File: src/rtl/clock_ctrl_pkg.sv
// Shared mode encodings and counter sizing for the clock-set controller.
package clock_ctrl_pkg;

    typedef enum logic [1:0] {
        RUN     = 2'b00,
        SET_HR  = 2'b01,
        SET_MIN = 2'b10
    } mode_t;

    // Width of a counter that holds 0..n-1; never narrower than one bit.
    function automatic int cnt_width(input int n);
        return (n <= 2) ? 1 : $clog2(n);
    endfunction

endpackage

File: src/rtl/button_debouncer.sv
// Two-flop synchronizer, level debounce and rising-edge press pulse for one raw button.
module button_debouncer import clock_ctrl_pkg::*; #(
    parameter int DEBOUNCE_CYCLES = 500000
) (
    input  logic clk,
    input  logic rst,
    input  logic btn_i,
    output logic level_o,
    output logic press_o
);

    localparam int CW = cnt_width(DEBOUNCE_CYCLES);
    localparam logic [CW-1:0] CNT_LAST = CW'(DEBOUNCE_CYCLES - 1);

    logic          sync1_q;
    logic          sync2_q;
    logic          level_q;
    logic          press_q;
    logic [CW-1:0] cnt_q;

    always_ff @(posedge clk or posedge rst) begin
        if (rst) begin
            sync1_q <= 1'b0;
            sync2_q <= 1'b0;
            level_q <= 1'b0;
            press_q <= 1'b0;
            cnt_q   <= '0;
        end else begin
            sync1_q <= btn_i;
            sync2_q <= sync1_q;
            press_q <= 1'b0;
            if (sync2_q == level_q) begin
                cnt_q <= '0;
            end else if (cnt_q == CNT_LAST) begin
                // Accept the new level; the press pulse lines up with the cycle after the rise.
                cnt_q   <= '0;
                level_q <= sync2_q;
                press_q <= sync2_q;
            end else begin
                cnt_q <= cnt_q + 1'b1;
            end
        end
    end

    assign level_o = level_q;
    assign press_o = press_q;

endmodule

File: src/rtl/clock_set_controller.sv
// Mode FSM, 1 s prescaler, increment auto-repeat and inactivity timeout for the HH:MM:SS counter chain.
//   state   | meaning
//   RUN     | time runs, sec_tick issued each base tick
//   SET_HR  | INC steps hours, display blinks
//   SET_MIN | INC steps minutes, leaving via MODE zeroes seconds
module clock_set_controller import clock_ctrl_pkg::*; #(
    parameter int TICK_DIV        = 50000000,
    parameter int DEBOUNCE_CYCLES = 500000,
    parameter int REPEAT_CYCLES   = 12500000,
    parameter int TIMEOUT_TICKS   = 10
) (
    input  logic       clk,
    input  logic       reset,
    input  logic       btn_mode,
    input  logic       btn_inc,
    output logic       sec_tick,
    output logic       set_clock,
    output logic       min_pulse,
    output logic       hr_pulse,
    output logic       sec_clear,
    output logic [1:0] mode,
    output logic       blink
);

    localparam int PW = cnt_width(TICK_DIV);
    localparam int RW = cnt_width(REPEAT_CYCLES);
    localparam int TW = cnt_width(TIMEOUT_TICKS);
    localparam logic [PW-1:0] PRESC_LAST = PW'(TICK_DIV - 1);
    localparam logic [RW-1:0] REP_LAST   = RW'(REPEAT_CYCLES - 1);
    localparam logic [TW-1:0] TMO_LAST   = TW'(TIMEOUT_TICKS - 1);

    logic mode_press;
    logic mode_level_unused;
    logic inc_press;
    logic inc_level;

    button_debouncer #(.DEBOUNCE_CYCLES(DEBOUNCE_CYCLES)) u_deb_mode (
        .clk     (clk),
        .rst     (reset),
        .btn_i   (btn_mode),
        .level_o (mode_level_unused),
        .press_o (mode_press)
    );

    button_debouncer #(.DEBOUNCE_CYCLES(DEBOUNCE_CYCLES)) u_deb_inc (
        .clk     (clk),
        .rst     (reset),
        .btn_i   (btn_inc),
        .level_o (inc_level),
        .press_o (inc_press)
    );

    logic [PW-1:0] presc_q;
    logic          base_tick;

    assign base_tick = (presc_q == PRESC_LAST);

    always_ff @(posedge clk or posedge reset) begin
        if (reset) begin
            presc_q <= '0;
        end else begin
            presc_q <= base_tick ? '0 : presc_q + 1'b1;
        end
    end

    mode_t         state_q;
    logic          set_clock_q;
    logic          sec_tick_q;
    logic          min_q;
    logic          hr_q;
    logic          clr_q;
    logic          blink_q;
    logic          rep_arm_q;
    logic [RW-1:0] rep_q;
    logic [TW-1:0] tmo_q;

    logic in_set;
    logic inc_accept;
    logic timeout_hit;

    assign in_set      = (state_q != RUN);
    assign inc_accept  = inc_press && in_set;
    assign timeout_hit = in_set && base_tick && (tmo_q == TMO_LAST);

    always_ff @(posedge clk or posedge reset) begin
        if (reset) begin
            state_q     <= RUN;
            set_clock_q <= 1'b0;
            sec_tick_q  <= 1'b0;
            min_q       <= 1'b0;
            hr_q        <= 1'b0;
            clr_q       <= 1'b0;
            blink_q     <= 1'b0;
            rep_arm_q   <= 1'b0;
            rep_q       <= '0;
            tmo_q       <= '0;
        end else begin
            sec_tick_q <= base_tick && (state_q == RUN);
            min_q      <= 1'b0;
            hr_q       <= 1'b0;
            clr_q      <= 1'b0;
            // Priority: MODE press, then INC press, then timeout, then repeat/idle housekeeping.
            if (mode_press) begin
                rep_arm_q <= 1'b0;
                rep_q     <= '0;
                tmo_q     <= '0;
                case (state_q)
                    RUN: begin
                        state_q     <= SET_HR;
                        set_clock_q <= 1'b1;
                        blink_q     <= 1'b0;
                    end
                    SET_HR: begin
                        state_q     <= SET_MIN;
                        set_clock_q <= 1'b1;
                        blink_q     <= blink_q ^ base_tick;
                    end
                    default: begin
                        state_q     <= RUN;
                        set_clock_q <= 1'b0;
                        blink_q     <= 1'b0;
                        clr_q       <= 1'b1;
                    end
                endcase
            end else if (inc_accept) begin
                tmo_q     <= '0;
                rep_arm_q <= 1'b1;
                rep_q     <= '0;
                blink_q   <= blink_q ^ base_tick;
                hr_q      <= (state_q == SET_HR);
                min_q     <= (state_q != SET_HR);
            end else if (timeout_hit) begin
                state_q     <= RUN;
                set_clock_q <= 1'b0;
                blink_q     <= 1'b0;
                rep_arm_q   <= 1'b0;
                rep_q       <= '0;
                tmo_q       <= '0;
            end else if (in_set) begin
                blink_q <= blink_q ^ base_tick;
                if (base_tick) begin
                    tmo_q <= tmo_q + 1'b1;
                end
                if (rep_arm_q && inc_level) begin
                    if (rep_q == REP_LAST) begin
                        rep_q <= '0;
                        hr_q  <= (state_q == SET_HR);
                        min_q <= (state_q != SET_HR);
                    end else begin
                        rep_q <= rep_q + 1'b1;
                    end
                end else begin
                    rep_arm_q <= 1'b0;
                    rep_q     <= '0;
                end
            end
        end
    end

    assign mode      = state_q;
    assign set_clock = set_clock_q;
    assign sec_tick  = sec_tick_q;
    assign min_pulse = min_q;
    assign hr_pulse  = hr_q;
    assign sec_clear = clr_q;
    assign blink     = blink_q;

endmodule

File: config.mk
export PLATFORM = sky130hd
export DESIGN_NAME = clock_set_controller
export DESIGN_NICKNAME = d
export VERILOG_FILES = /design/src/rtl/clock_ctrl_pkg.sv /design/src/rtl/button_debouncer.sv /design/src/rtl/clock_set_controller.sv
export SDC_FILE = /design/constraint.sdc
export NUM_CORES = 1
export LEC_CHECK = 0
export ABC_CLOCK_PERIOD_IN_PS = 3000
export CORE_MARGIN = 2
export CORE_UTILIZATION = 45
export CTS_BUF_LIST = sky130_fd_sc_hd__clkbuf_8
export CTS_CLUSTER_SIZE = 20
export DETAILED_ROUTE_END_ITERATION = 6
export PLACE_DENSITY = 0.6
export SYNTH_ARGS = -nofsm -noshare
export SYNTH_HDL_FRONTEND = slang
export SYNTH_HIERARCHICAL = 1
export SYNTH_SLANG_ARGS = --single-unit
File: constraint.sdc
create_clock -name clk -period 3 [get_ports clk]
set_clock_uncertainty 0.05 [all_clocks]
set_input_delay 0.6 -clock clk [delete_from_list [all_inputs] [get_ports clk]]
set_output_delay 0.6 -clock clk [all_outputs]
set_load 0.05 [all_outputs]
==> impl_metrics.tcl <==
set metrics [dict create \
    clock_latency_ns 0.38 \
    first_pass_iters 4 \
    hold_viol 0 \
    cap_violations 0 \
    slowest_stage "clkdlybuf4s50_1" \
    grt_max_degree 25 \
    r2r_cells 5 \
    wl_mm 11.1 \
    fmax_ghz 0.389 \
    cts-root-buf "clkbuf_8" \
    setup_violations 0 \
    p_leak_uw 0.00256 \
    gp_congestion 0.843 \
    cts.sinks 109 \
    drc 0 \
    tns_ns 0 \
    synthCells 559 \
    cts_buffer_depth 2 \
    grt_pass1_vias 4016 \
    status "finished clean" \
    path_cells "clkdlybuf4s50_1" \
    synth-seq-cells 109 \
    yosysSeqAreaShare 0.481 \
    postCtsHoldBufs 0 \
    synth_cell_types 63 \
    finalCritPeriodShare 0.856 \
    power_density_nw_per_um2 390 \
    crit_path_max_incr_delay_ns 0.90 \
    die-area_um2 13500 \
    r2r_end "rep_q[9]$_DFFE_PP0P_" \
    hpwl_mm 7.68 \
    wire_per_inst_um 14.8 \
    rrSetupSlack_ns 0.59 \
    synth_area_per_cell_um2 10.1 \
    grt_usage 0.180 \
    nNetsFinal 584 \
    crit_buf_inv 1 \
    crit_path_start "mode[1]$_DFFE_PP0P_" \
    post_cts_buffers 0 \
    area_delta_synth_final_pct 8.50 \
    fp.dieW_um 116 \
    portBuffers 11 \
    numCtsBuffers 9 \
    report.final.slew_viol_count 0 \
    m1WireLength_mm 5.37 \
    antenna_found_initial 0 \
    coreArea_um2 12500 \
    antenna_left 0 \
    yosysWarnings 6 \
    fin_cells 751 \
    required_ns 2.35 \
    syn_nets 569 \
    worstPathArrival_ns 1.92 \
    start_util 0.455 \
    synth_edf_count 0 \
    worst_slew_pin_slew_ns 0.865 \
    io_pins 12 \
    cp.depth 1 \
    cts.clk_slew.worst_paths_ns 0.11 \
    synth.cell_area_um2 5670 \
    path_max_fanout 14 \
    route.met3.wl_um 354 \
    n_antenna_cell 0 \
    dp_cells 735 \
    h-tree-depth 3 \
    overflow 0 \
    drt_iter0_drc 245 \
    via_per_inst 5.53 \
    rsz0062_at_grt "false" \
    ir_worst_vdd_uv 255 \
    die_h_um 116 \
    synthArstFlopShare 1.00 \
    critPathCaptureType "primary output" \
    slew_headroom 0.423 \
    min_path_type "reg2reg" \
    cts.repair.resized 0 \
    nFillCells 1148 \
    vias 4156 \
    cts_tree "yes" \
    startpoint_type "flop" \
    grt_pass1_wl_mm 19.3 \
    critical_path_class "reg2out" \
    synthFlopType "dfrtp_1" \
    timing.rr.start "presc_q[8]$_DFF_PP0_" \
    min_period_ns 2.57 \
    crit_end "mode[1]" \
    crit_family "buffers and inverters" \
    drive_gt1_frac 0.0967 \
    top_layer "met4" \
    met2_wirelength_mm 5.29 \
    rows 41 \
]
==> registers in the layout, summed over array words and instances (netlist names), 2 cells and up <==
| register | count |
|---|---|
| u_deb_inc/cnt_q | 19 |
| rep_q | 24 |
| u_deb_mode/cnt_q | 19 |
| presc_q | 26 |
| mode | 2 |
| tmo_q | 4 |
==> cell usage after synthesis, types with 4 or more instances <==
cell type  instances  area (um2)
dfrtp_1          109        2730
o21ai_1            5        25.0
buf_2              5        25.0
ha_1               6        75.1
nor3_1            16        80.1
a21oi_1           10        50.1
or3_1              4        25.0
clkbuf_1           4        15.0
nand2b_1           4        25.0
nand4_1           22         138
xor2_1            26         228
o311ai_1           4        35.0
and4_1             4        35.0
and3_1            17         106
nand4_4            4        85.1
nor2_1            81         304
nand2_1           42         158
and2_1             6        37.5
xnor2_1           40         350
inv_1             19        71.3
mux2i_1            5        50.1
nor4_1            12        75.1
nand4b_1           7        61.3
o21ai_0            6        30.0
nand3_1           35         175
==> cell families (layout without fill, tap and decap cells) <==
family,count (synthesis),after routing,share of synthesized area
muxes,7,7,0.0128
adders and majority gates,6,6,0.0132
and+or+nand+nor,289,289,0.298
buffers and inverters,33,53,0.0276
xor gates and xnor gates,66,66,0.102
DFF,109,109,0.481
AOI/OAI and AO/OA,49,49,0.0651
==> metrics by stage <==
stage	hold WS, ns	util	power (uW)	area, um2	setup WS, ns
4_1_cts	0.316	0.494	2440	6150	0.412
5_1_grt	0.326	0.494	2520	6150	0.314
6_report	0.314	0.494	2400	6150	0.432
2_1_floorplan	0.281	-	1560	5670	0.780
3_5_place_dp	0.290	0.479	1580	5970	0.579
3_3_place_gp	0.285	0.479	1580	5970	0.701
==> where the power goes <==
group	leakage (uW)	switching, uW	internal [uW]
registers	0.00149	11.7	1480
logic	0.000976	44.1	17.2
clock network	0.0000889	518	329
total	0.00256	574	1820
==> cell usage in the layout, fill, tap and decap left out, types with 7 or more instances in the layout <==
cell type        Yosys  routed
dfrtp_1            109     109
nor2_1              81      81
buf_4                3       7
nand3_1             35      35
nand4_1             22      22
clkdlybuf4s50_1      0      11
nand4b_1             7       7
xor2_1              26      26
clkbuf_8             0      10
and3_1              17      17
xnor2_1             40      40
inv_1               19      18
nand2_1             42      42
a21oi_1             10      10
nor3_1              16      15
nor4_1              12      12
==> metal layers <==
| layer | up-vias | track usage |
|---|---|---|
| met1 | 2058 | 0.249 |
| met2 | 61 | 0.284 |
| met3 | 10 | 0.0493 |
| li1 | 2027 | - |
| met5 | - | 0 |
| met4 | 0 | 0.0421 |
==> cell type report <==
cell class              count  area, um2  share of cell area
flip-flops and latches    109       2730               0.443
inverters                  19       71.3              0.0116
well taps                 172        215              0.0350
clock buffers              10        138              0.0224
clock inverters             6       46.3             0.00752
repair buffers             18        163              0.0264
multi-input cells         417       2790               0.454
==> how the worst min path moves through the flow <==
| stage | endpoint | depth (start not counted) | start |
|---|---|---|---|
| final | u_deb_inc/sync2_q$_DFF_PP0_ | 0 | u_deb_inc/sync1_q$_DFF_PP0_ |
| after detailed placement | u_deb_inc/sync2_q$_DFF_PP0_ | 0 | u_deb_inc/sync1_q$_DFF_PP0_ |
| after CTS | u_deb_inc/sync2_q$_DFF_PP0_ | 0 | u_deb_inc/sync1_q$_DFF_PP0_ |
| after global placement | u_deb_mode/sync2_q$_DFF_PP0_ | 0 | u_deb_mode/sync1_q$_DFF_PP0_ |
| after global routing | u_deb_inc/sync2_q$_DFF_PP0_ | 0 | u_deb_inc/sync1_q$_DFF_PP0_ |
| after floorplan | u_deb_inc/sync2_q$_DFF_PP0_ | 0 | u_deb_inc/sync1_q$_DFF_PP0_ |
No activity file was read; power rests on OpenSTA's default activity.
